File: src/rtl/scan_pkg.sv
// Shared types and elaboration helpers for the multiplexed display scanner.
package scan_pkg;

  typedef enum logic {
    S_BLANK = 1'b0,
    S_ON    = 1'b1
  } scan_state_t;

  // Widest display the all-off constant generator can describe.
  localparam int MAX_DIGITS = 64;

  function automatic int clog2(input int value);
    int result;
    result = 0;
    while ((1 << result) < value) result++;
    return result;
  endfunction

  function automatic int max2(input int a, input int b);
    return (a > b) ? a : b;
  endfunction

  // Anodes are active-low, so "all off" is a run of ones n_digits wide.
  function automatic logic [MAX_DIGITS-1:0] anode_off(input int n_digits);
    logic [MAX_DIGITS-1:0] result;
    result = '0;
    for (int i = 0; i < MAX_DIGITS; i++) begin
      if (i < n_digits) result[i] = 1'b1;
    end
    return result;
  endfunction

endpackage

File: src/rtl/rr_next_index.sv
// Cyclic search for the next set mask bit after cur; flags when the result
// does not move to a higher index (scan wrapped, or a lone digit repeats).
module rr_next_index
  import scan_pkg::*;
#(
  parameter int N_DIGITS = 8,
  parameter int SEL_W    = max2(1, clog2(N_DIGITS))
) (
  input  logic [N_DIGITS-1:0] mask,
  input  logic [SEL_W-1:0]    cur,
  output logic [SEL_W-1:0]    next_idx,
  output logic                valid,
  output logic                wrap
);

  always_comb begin
    // NOTE: every output gets a default before the search so no latch is inferred.
    next_idx = cur;
    valid    = 1'b0;
    // Walk from the farthest candidate back to cur+1; the last hit is the nearest.
    for (int k = N_DIGITS; k >= 1; k--) begin
      if (mask[(int'(cur) + k) % N_DIGITS]) begin
        next_idx = SEL_W'((int'(cur) + k) % N_DIGITS);
        valid    = 1'b1;
      end
    end
    wrap = valid && (next_idx <= cur);
  end

endmodule

File: src/rtl/scan_display_controller.sv
// Multiplexed common-anode 7-segment scanner: refresh prescaler, blank/on slot FSM,
// PWM brightness, per-digit mask and a frame pulse on every scan wrap.
module scan_display_controller
  import scan_pkg::*;
#(
  parameter int N_DIGITS    = 8,
  parameter int DIV         = 1000,
  parameter int BLANK_TICKS = 1,
  parameter int BW          = 4,
  localparam int SEL_W      = max2(1, clog2(N_DIGITS))
) (
  input  logic                clk,
  input  logic                reset,
  input  logic                en,
  input  logic [N_DIGITS-1:0] digit_mask,
  input  logic [BW-1:0]       brightness,
  output logic [N_DIGITS-1:0] anode,
  output logic [SEL_W-1:0]    seg_sel,
  output logic                blank,
  output logic                frame_pulse
);

  localparam int PRE_W = max2(1, clog2(DIV));
  // One counter serves both the blank interval and the PWM phase.
  localparam int PH_W  = max2(max2(1, BW), clog2(BLANK_TICKS));

  localparam logic [PRE_W-1:0]    PRE_LAST   = PRE_W'(DIV - 1);
  localparam logic [PH_W-1:0]     ON_LAST    = PH_W'((1 << BW) - 1);
  localparam logic [PH_W-1:0]     BLANK_LAST = PH_W'((BLANK_TICKS > 0) ? BLANK_TICKS - 1 : 0);
  localparam logic [N_DIGITS-1:0] ANODE_OFF  = N_DIGITS'(anode_off(N_DIGITS));

  logic [PRE_W-1:0]    presc_q;
  logic                tick;
  logic                blank_done;
  logic                slot_end;
  scan_state_t         state_q, state_d;
  logic [PH_W-1:0]     phase_q, phase_d;
  logic [PH_W-1:0]     bri_q, bri_d;
  logic [SEL_W-1:0]    cur_q, cur_d;
  logic [SEL_W-1:0]    nxt_idx;
  logic                nxt_valid, nxt_wrap;
  logic [N_DIGITS-1:0] anode_d;

  rr_next_index #(
    .N_DIGITS (N_DIGITS),
    .SEL_W    (SEL_W)
  ) u_next (
    .mask     (digit_mask),
    .cur      (cur_q),
    .next_idx (nxt_idx),
    .valid    (nxt_valid),
    .wrap     (nxt_wrap)
  );

  assign tick       = en && (presc_q == PRE_LAST);
  // With no blank interval the FSM leaves S_BLANK on the first enabled clock after reset.
  assign blank_done = (BLANK_TICKS == 0) ? en : (tick && (phase_q == BLANK_LAST));

  always_comb begin
    state_d  = state_q;
    phase_d  = phase_q;
    bri_d    = bri_q;
    cur_d    = cur_q;
    slot_end = 1'b0;

    case (state_q)
      S_BLANK: begin
        if (blank_done) begin
          state_d = S_ON;
          phase_d = '0;
          bri_d   = PH_W'(brightness);
        end else if (tick) begin
          phase_d = phase_q + PH_W'(1);
        end
      end
      S_ON: begin
        if (tick) begin
          if (phase_q == ON_LAST) begin
            slot_end = 1'b1;
            phase_d  = '0;
            if (nxt_valid) cur_d = nxt_idx;
            if (BLANK_TICKS == 0) begin
              bri_d = PH_W'(brightness);
            end else begin
              state_d = S_BLANK;
            end
          end else begin
            phase_d = phase_q + PH_W'(1);
          end
        end
      end
    endcase

    // Anode is derived from next-state values so it switches on the same edge as the FSM.
    anode_d = ANODE_OFF;
    if (en && (state_d == S_ON) && (phase_d < bri_d) && digit_mask[cur_d]) begin
      anode_d[cur_d] = 1'b0;
    end
  end

  always_ff @(posedge clk or negedge reset) begin
    if (!reset) begin
      presc_q     <= '0;
      state_q     <= S_BLANK;
      phase_q     <= '0;
      bri_q       <= '0;
      cur_q       <= '0;
      anode       <= ANODE_OFF;
      blank       <= 1'b1;
      frame_pulse <= 1'b0;
    end else begin
      // NOTE: non-blocking assignments so every register here samples pre-edge values.
      if (en) presc_q <= tick ? '0 : presc_q + PRE_W'(1);
      state_q     <= state_d;
      phase_q     <= phase_d;
      bri_q       <= bri_d;
      cur_q       <= cur_d;
      anode       <= anode_d;
      blank       <= (anode_d == ANODE_OFF);
      frame_pulse <= slot_end && nxt_valid && nxt_wrap;
    end
  end

  assign seg_sel = cur_q;

endmodule

File: config.mk
export PLATFORM = sky130hd
export DESIGN_NAME = scan_display_controller
export DESIGN_NICKNAME = d
export VERILOG_FILES = /design/src/rtl/scan_pkg.sv /design/src/rtl/rr_next_index.sv /design/src/rtl/scan_display_controller.sv
export SDC_FILE = /design/constraint.sdc
export NUM_CORES = 1
export LEC_CHECK = 0
export ABC_CLOCK_PERIOD_IN_PS = 8560
export BUFFER_PORTS_ARGS = -buffer_cell sky130_fd_sc_hd__clkbuf_2
export CAP_MARGIN = 40
export CORE_ASPECT_RATIO = 0.5
export CORE_UTILIZATION = 35
export CTS_BUF_LIST = sky130_fd_sc_hd__clkbuf_8
export DETAILED_ROUTE_END_ITERATION = 10
export MAX_ROUTING_LAYER = met4
export PLACE_DENSITY = 0.62
export SYNTH_ARGS = -nofsm -noshare
export SYNTH_HDL_FRONTEND = slang
export SYNTH_SLANG_ARGS = --single-unit
File: constraint.sdc
create_clock -name clk -period 8.56 [get_ports clk]
set_clock_uncertainty 0.05 [all_clocks]
set_input_delay 0.856 -clock clk [delete_from_list [all_inputs] [get_ports clk]]
set_output_delay 0.856 -clock clk [all_outputs]
set_load 0.01 [all_outputs]
# Yosys cells after proc, flatten, opt, wreduce, memory -nomap -nowiden
# Index checks and enable logic that the tools add are counted.
[word_totals]
regBits = 32
wordCells = 125
mem_bits_rw = 0
rom_bits = 0
latch_bits = 0
in_bits = 15
n_memories = 0
output_inout_bits = 13
[classes]
n_mux = 64
n_addsub = 10
n_bitwise = 10
n_reduce_logical = 18
div = 0
mul = 0
eq_ne = 3
order_cmp = 12
n_shift = 0
[op_table]
columns = ["op", "count"]
rows = [
  ["$lt 4x5->1 const B", 8],
  ["$mux 3", 12],
  ["$mux 1", 32],
  ["$bmux 1 s3", 9],
  ["$mux 4", 6],
  ["$reduce_or 3->1", 8],
  ["$add 3x3->3 const B", 4],
  ["$add 10x1->10 const B", 1],
  ["$eq 10x10->1 const B", 1],
  ["$mux 10", 1],
  ["$logic_and 1x1->1", 9],
  ["$and 1x1->1 const A", 8],
  ["$eq 8x8->1 const B", 1],
  ["$mux 8", 1],
  ["$not 8->8", 1],
  ["$pmux 4 s2", 1],
  ["$add 3x1->3 const B", 2],
  ["$add 3x2->3 const B", 2],
  ["$add 4x1->4 const B", 1],
  ["$eq 4x4->1 const B", 1],
  ["$logic_not 4->1", 1],
  ["$lt 3x4->1 const B", 1],
  ["$lt 4x4->1", 1],
  ["$demux 1 s3", 1],
  ["4 further kinds", 4],
]

# Longest topological paths before layout
[depth]
word_depth = 25
mapped_depth = 15
ltp_nobuf = 13

# Cells and area by module
# A second synthesis with hierarchy kept.
[hier_totals]
hier_cells = 286
area_unflattened_um2 = 2680.1
[modules_own_cells]
columns = ["mod", "seq_area_each_um2", "instances", "area_each_um2", "cells_per_inst"]
rows = [
  ["scan_display_controller", 812.0, 1, 1835.5, 188],
  ["rr_next_index", 0.0, 1, 844.6, 98],
]

# Least setup slack after synthesis
# OpenSTA, ideal clock, no wires.
[synth_timing]
path_kind = "register -> register"
startpoint = "reg cur_q[1], in the netlist seg_sel[1]"
endpoint = "reg anode[5]"
period_less_slack_ns = 3.543
path_stages_with_launch = 15
setup_time_ns = 0.066
arrival_ns = 3.427
slack_ns = 5.017
path_buffers = 5
t_required_ns = 8.444
path_cell_list = "dfrtp_1 > buf_2 > buf_4 > inv_1 > ha_1 > clkbuf_1 > mux2_2 > o31a_2 > a21oi_2 > nand2b_1 > buf_6 > mux2_4 > o221a_1 > buf_6 > nand4_1"
[synth_between]
elab_chain_cells = 22
elab_cells_between_ends = 62
classes_between = "add/sub (8); order compare (2); mux (49); bitwise (1); reduce/logical (2)"
[synth_rtl]
columns = ["element", "line", "source"]
rows = [
  ["start: declaration", "scan_display_controller.sv:39", "logic [SEL_W-1:0] cur_q, cur_d;"],
  ["start signal: assignment", "scan_display_controller.sv:117", "cur_q <= cur_d;"],
  ["$add 3x1->3", "rr_next_index.sv:22", "if (mask[(int'(cur) + k) % N_DIGITS]) begin"],
  ["$bmux 1 s3", "rr_next_index.sv:22", ""],
  ["$mux 1 (not written as such) (2 in a row)", "rr_next_index.sv:22", ""],
  ["$mux 3 / $mux 1 (equally long branches) (8 in a row)", "rr_next_index.sv:22", ""],
  ["$mux 3 *", "scan_display_controller.sv:81", "if (nxt_valid) cur_d = nxt_idx;"],
  ["$mux 3 *", "scan_display_controller.sv:78", "if (phase_q == ON_LAST) begin"],
  ["$mux 3 *", "scan_display_controller.sv:77", "if (tick) begin"],
  ["$mux 3 *", "scan_display_controller.sv:66", "case (state_q)"],
  ["net cur_d[0]", "scan_display_controller.sv:39", ""],
  ["$lt 3x4->1 (not written as such) / $ge 3x1->1 (equally long branches)", "scan_display_controller.sv:97", "anode_d[cur_d] = 1'b0;"],
  ["$logic_and 1x1->1 (not written as such)", "scan_display_controller.sv:97", ""],
  ["$mux 1 (not written as such)", "scan_display_controller.sv:97", ""],
  ["$demux 1 s3", "scan_display_controller.sv:97", ""],
  ["$not 8->8 (no line)", "n/a", ""],
  ["$mux 8 *", "scan_display_controller.sv:96", "if (en && (state_d == S_ON) && (phase_d < bri_d) && digit_mask[cur_d]) begin"],
  ["net anode_d[5]", "scan_display_controller.sv:42", "logic [N_DIGITS-1:0] anode_d;"],
  ["end signal: assignment", "scan_display_controller.sv:118", "anode <= anode_d;"],
  ["end: declaration", "scan_display_controller.sv:17", "output logic [N_DIGITS-1:0] anode,"],
]
# The timed path passes the listed nets; every way through them passes the cells marked *. The select of a mux whose other input is x is not followed.
# A chain may end at the register's enable or synchronous reset.

# Worst setup path in the final report
[layout_timing]
startpoint = "reg cur_q[0], in the netlist seg_sel[0]"
endpoint = "reg anode[0]"
[layout_between]
elab_chain_cells = 22
elab_cells_between_ends = 62
classes_between = "add/sub (8); order compare (2); mux (49); bitwise (1); reduce/logical (2)"
[layout_rtl]
columns = ["element", "line"]
rows = [
  ["$add 3x1->3", "rr_next_index.sv:22, rr_next_index.sv:23"],
  ["$bmux 1 s3", "rr_next_index.sv:22"],
  ["$mux 1 (not written as such) (2 in a row)", "rr_next_index.sv:22"],
  ["$mux 3 / $mux 1 (equally long branches) (8 in a row)", "rr_next_index.sv:22"],
  ["$mux 3", "scan_display_controller.sv:81"],
  ["$mux 3", "scan_display_controller.sv:78"],
  ["$mux 3", "scan_display_controller.sv:77"],
  ["$mux 3 *", "scan_display_controller.sv:66"],
  ["$lt 3x4->1 (not written as such) / $ge 3x1->1 (equally long branches)", "scan_display_controller.sv:97"],
  ["$logic_and 1x1->1 (not written as such)", "scan_display_controller.sv:97"],
  ["$mux 1 (not written as such)", "scan_display_controller.sv:97"],
  ["$demux 1 s3", "scan_display_controller.sv:97"],
  ["$not 8->8 (no line)", "n/a"],
  ["$mux 8 *", "scan_display_controller.sv:96"],
  ["net anode_d[0]", "scan_display_controller.sv:42"],
]
# Marks and branches as above.

==> metrics.txt <==
# TYPE chip_impl_metric gauge
chip_impl_info{name="rsz0062_at_grt",value="no"} 1
chip_impl_info{name="cts_tree",value="yes"} 1
chip_impl_metric{name="num_rows",unit=""} 21
chip_impl_info{name="synth_top_cell_by_area",value="sky130_fd_sc_hd__dfrtp_1"} 1
chip_impl_metric{name="global_route.overflow_total",unit=""} 0
chip_impl_metric{name="seq_area_frac_synth",unit="%"} 31.9
chip_impl_metric{name="synth_warnings",unit=""} 0
chip_impl_metric{name="vdd_drop_max",unit="uV"} 53.8
chip_impl_info{name="min_to",value="bri_q[0]"} 1
chip_impl_metric{name="layout-drive-gt1-share",unit="%"} 25.2
chip_impl_metric{name="postSynthCellCount",unit=""} 258
chip_impl_metric{name="grt_pass1_vias",unit=""} 2071
chip_impl_info{name="synth_area_leaders",value="sky130_fd_sc_hd__dfrtp_1, sky130_fd_sc_hd__mux4_2, sky130_fd_sc_hd__dfstp_2"} 1
chip_impl_metric{name="fin_nets",unit=""} 307
chip_impl_metric{name="path_clk_slew",unit="ns"} 0.07
chip_impl_metric{name="finalHoldViolCount",unit=""} 0
chip_impl_info{name="min_from",value="bri_q[0]"} 1
chip_impl_metric{name="setup_ws",unit="ns"} 4.34
chip_impl_metric{name="post_cts_resize_count",unit=""} 0
chip_impl_metric{name="h-tree-depth",unit=""} 2
chip_impl_metric{name="drv.max_cap_violation_count",unit=""} 0
chip_impl_metric{name="final_non_filler_cells",unit=""} 374
chip_impl_metric{name="detail_route.wirelength",unit="um"} 5820
chip_impl_metric{name="worst-path-max-fanout",unit=""} 17
chip_impl_metric{name="holdBufCountCts",unit=""} 0
chip_impl_metric{name="drtPass1Iterations",unit=""} 4
chip_impl_metric{name="synthesis.area_per_instance",unit="um2"} 9.87
chip_impl_metric{name="place_worst_setup_slack",unit="ns"} 4.37
chip_impl_metric{name="crit_arrival",unit="ns"} 4.38
chip_impl_metric{name="timing.critical_path.required",unit="ns"} 8.73
chip_impl_info{name="path_class",value="register to register"} 1
chip_impl_metric{name="postCtsSetupBuffers",unit=""} 0
chip_impl_metric{name="cts_buffer_depth",unit=""} 2
chip_impl_metric{name="power_per_unit_of_standard_cell_area",unit="nW/um2"} 124
chip_impl_metric{name="max_freq",unit="MHz"} 237
chip_impl_metric{name="grt_start_max_net_pins",unit=""} 33
chip_impl_metric{name="synth_fp_nets",unit=""} 284
chip_impl_info{name="run_status",value="complete, no violations"} 1
chip_impl_metric{name="vias",unit=""} 2082
chip_impl_metric{name="final_cycle_utilization_of_the_critical_path",unit="%"} 49.3
chip_impl_metric{name="synth-async-reset-ratio",unit="%"} 100
chip_impl_metric{name="relative_area_change_from_synthesis_to_final_layout",unit="%"} 10.2
chip_impl_info{name="critical_path.startpoint_type",value="register"} 1
chip_impl_metric{name="setup_viol",unit=""} 0
chip_impl_info{name="worstHoldPathType",value="register to register"} 1
chip_impl_info{name="cts.root.buffer_cell",value="sky130_fd_sc_hd__clkbuf_8"} 1
chip_impl_info{name="layout.cells.most_common",value="sky130_fd_sc_hd__clkbuf_2"} 1
chip_impl_metric{name="slew_limit_fails",unit=""} 0
chip_impl_metric{name="globalRouteTotalUtil",unit="%"} 17.2
chip_impl_info{name="cp-startpoint",value="seg_sel[0]"} 1
chip_impl_metric{name="detailed_place_hpwl",unit="um"} 4420
chip_impl_metric{name="hold_path_depth",unit=""} 2
chip_impl_metric{name="drc",unit=""} 0
chip_impl_info{name="crit-reg2reg-launch",value="seg_sel[0]"} 1
chip_impl_metric{name="setup-tns-final",unit="ns"} 0
chip_impl_metric{name="chipHeight",unit="um"} 62.3
chip_impl_metric{name="chipWidth",unit="um"} 123
chip_impl_info{name="timing.rr.end",value="anode[0]"} 1
chip_impl_metric{name="placedCellCount",unit=""} 366
chip_impl_metric{name="core_area",unit="um2"} 6860
chip_impl_metric{name="fin_util",unit="%"} 40.9
chip_impl_metric{name="syn-cell-area",unit="um2"} 2550
chip_impl_metric{name="reg2reg_setup_slack",unit="ns"} 4.34
chip_impl_metric{name="p_leak",unit="nW"} 1.25
chip_impl_metric{name="max_slew_margin",unit="%"} 48.0
chip_impl_metric{name="drt_iter0_markers",unit=""} 199
chip_impl_metric{name="worst_pin_slew",unit="ns"} 0.780
chip_impl_metric{name="post-synth-top-area-fraction",unit="%"} 22.6
chip_impl_metric{name="routed_wire_length_per_instance",unit="um"} 15.6
chip_impl_metric{name="clock-sinks",unit=""} 32
chip_impl_metric{name="worst_skew_pair.late_latency",unit="ns"} 0.28
chip_impl_metric{name="io_pins",unit=""} 28
chip_impl_info{name="ys_dominant_reg_cell",value="sky130_fd_sc_hd__dfrtp_1"} 1
chip_impl_metric{name="drtAntennaViolNets",unit=""} 0
chip_impl_metric{name="io_buffers",unit=""} 27
chip_impl_metric{name="ys_seq_elements",unit=""} 32
chip_impl_metric{name="reg2reg_depth",unit=""} 10
chip_impl_metric{name="fp.dieArea",unit="um2"} 7640
chip_impl_metric{name="gp_routability_congestion",unit=""} 0.900
chip_impl_metric{name="antenna_found_initial",unit=""} 0
chip_impl_metric{name="cts-buffers-inserted",unit=""} 5
chip_impl_metric{name="antennaDiodeCount",unit=""} 0
chip_impl_metric{name="grt_first_pass_wirelength",unit="um"} 10100
chip_impl_metric{name="count_of_flip_flops_with_a_built_in_enable_after_synthesis",unit=""} 0
chip_impl_info{name="cp_endpoint_kind",value="register"} 1
chip_impl_info{name="mostFrequentLayoutCells",value="sky130_fd_sc_hd__clkbuf_2, sky130_fd_sc_hd__dfrtp_1, sky130_fd_sc_hd__nand2_1"} 1
chip_impl_metric{name="num-fill-cells",unit=""} 674
chip_impl_metric{name="final_period_minus_worst_setup_slack",unit="ns"} 4.22
chip_impl_metric{name="vias_per_cell",unit=""} 5.57
chip_impl_metric{name="initial_utilization",unit="%"} 37.1
chip_impl_metric{name="netlist-cell-type-count",unit=""} 58
## registers in the layout, indices dropped and copies added (netlist names)
| signal | flops |
|---|---|
| phase_q | 4 |
| bri_q | 4 |
| state_q | 1 |
| blank | 1 |
| presc_q | 10 |
| frame_pulse | 1 |
| anode | 8 |
| seg_sel | 3 |
## per-stage QoR
stage | total power [W] | area (um2) | hold WS [ns]
global placement | 0.000232 | 2720 | 0.411
CTS | 0.000352 | 2810 | 0.434
global route | 0.000371 | 2810 | 0.477
finish | 0.000347 | 2810 | 0.437
detailed placement | 0.000234 | 2720 | 0.417
floorplan | 0.000215 | 2550 | 0.391
## layer usage
metal  GRT usage (%)  share of wire [%]  vias up
li1                -                  -      994
met1            22.7                 47     1028
met2            26.5                 47       52
met3            3.95                4.6        8
met4            4.73                1.2        0
met5               -                  0        -
## power breakdown
group          switching, W  internal, W
clock             0.0000531    0.0000631
combinational     0.0000273    0.0000253
sequential        0.0000155     0.000163
total             0.0000960     0.000251
## cell type report
| class | instances | area (um2) | area share [%] |
|---|---|---|---|
| multi-input combinational | 198 | 1590 | 56.7 |
| sequential | 32 | 812 | 28.9 |
| timing repair buffer | 27 | 135 | 4.81 |
| tap | 92 | 115 | 4.10 |
| clock buffer | 6 | 82.6 | 2.94 |
| inverter | 17 | 63.8 | 2.27 |
| clock inverter | 2 | 7.51 | 0.267 |
## cell usage after synthesis, types with 2 or more instances
master / number
sky130_fd_sc_hd__a21boi_1: 2
sky130_fd_sc_hd__a21oi_1: 7
sky130_fd_sc_hd__a22oi_1: 3
sky130_fd_sc_hd__a31oi_1: 4
sky130_fd_sc_hd__and2_1: 2
sky130_fd_sc_hd__and3_1: 4
sky130_fd_sc_hd__buf_2: 2
sky130_fd_sc_hd__buf_6: 3
sky130_fd_sc_hd__clkbuf_1: 4
sky130_fd_sc_hd__dfrtp_1: 23
sky130_fd_sc_hd__dfstp_2: 9
sky130_fd_sc_hd__ha_1: 11
sky130_fd_sc_hd__inv_1: 17
sky130_fd_sc_hd__mux2_2: 4
sky130_fd_sc_hd__mux2i_1: 15
sky130_fd_sc_hd__mux4_2: 12
sky130_fd_sc_hd__nand2_1: 22
sky130_fd_sc_hd__nand2b_1: 4
sky130_fd_sc_hd__nand3_1: 12
sky130_fd_sc_hd__nand3b_1: 4
sky130_fd_sc_hd__nand4_1: 9
sky130_fd_sc_hd__nor2_1: 21
sky130_fd_sc_hd__nor2b_1: 3
sky130_fd_sc_hd__nor3_1: 3
sky130_fd_sc_hd__o211a_1: 2
sky130_fd_sc_hd__o21ai_0: 10
sky130_fd_sc_hd__o21ai_1: 2
sky130_fd_sc_hd__o22ai_1: 2
sky130_fd_sc_hd__o31ai_1: 2
sky130_fd_sc_hd__xnor2_1: 7
sky130_fd_sc_hd__xor2_1: 6
## kinds of logic after synthesis
group / after synthesis / share of synthesized area [%]
compound gates: 49 / 13.9
xor+xnor: 14 / 5.11
flops: 32 / 31.9
simple gates: 91 / 18.3
mux: 33 / 19.7
buf+inv: 28 / 5.70
fa+ha+maj: 11 / 5.40
## critical path: stages, from the launching register on
cell and delay, ns:
sky130_fd_sc_hd__dfrtp_1 0.85, sky130_fd_sc_hd__inv_1 0.22, sky130_fd_sc_hd__ha_1 0.70, sky130_fd_sc_hd__mux4_2 0.38, sky130_fd_sc_hd__nand4_1 0.19, sky130_fd_sc_hd__o31a_2 0.41, sky130_fd_sc_hd__a21oi_2 0.17, sky130_fd_sc_hd__nand2b_1 0.36
sky130_fd_sc_hd__mux2_4 0.34, sky130_fd_sc_hd__o221a_1 0.34, sky130_fd_sc_hd__nand3b_1 0.14
## worst max path at each step
stage / cells past startpoint / endpoint
floorplan: 14 / anode[5]
global placement: 10 / anode[5]
detailed placement: 11 / anode[0]
CTS: 11 / anode[0]
global route: 11 / anode[0]
finish: 10 / anode[0]
Note: power is estimated with default switching activity, not from simulation.
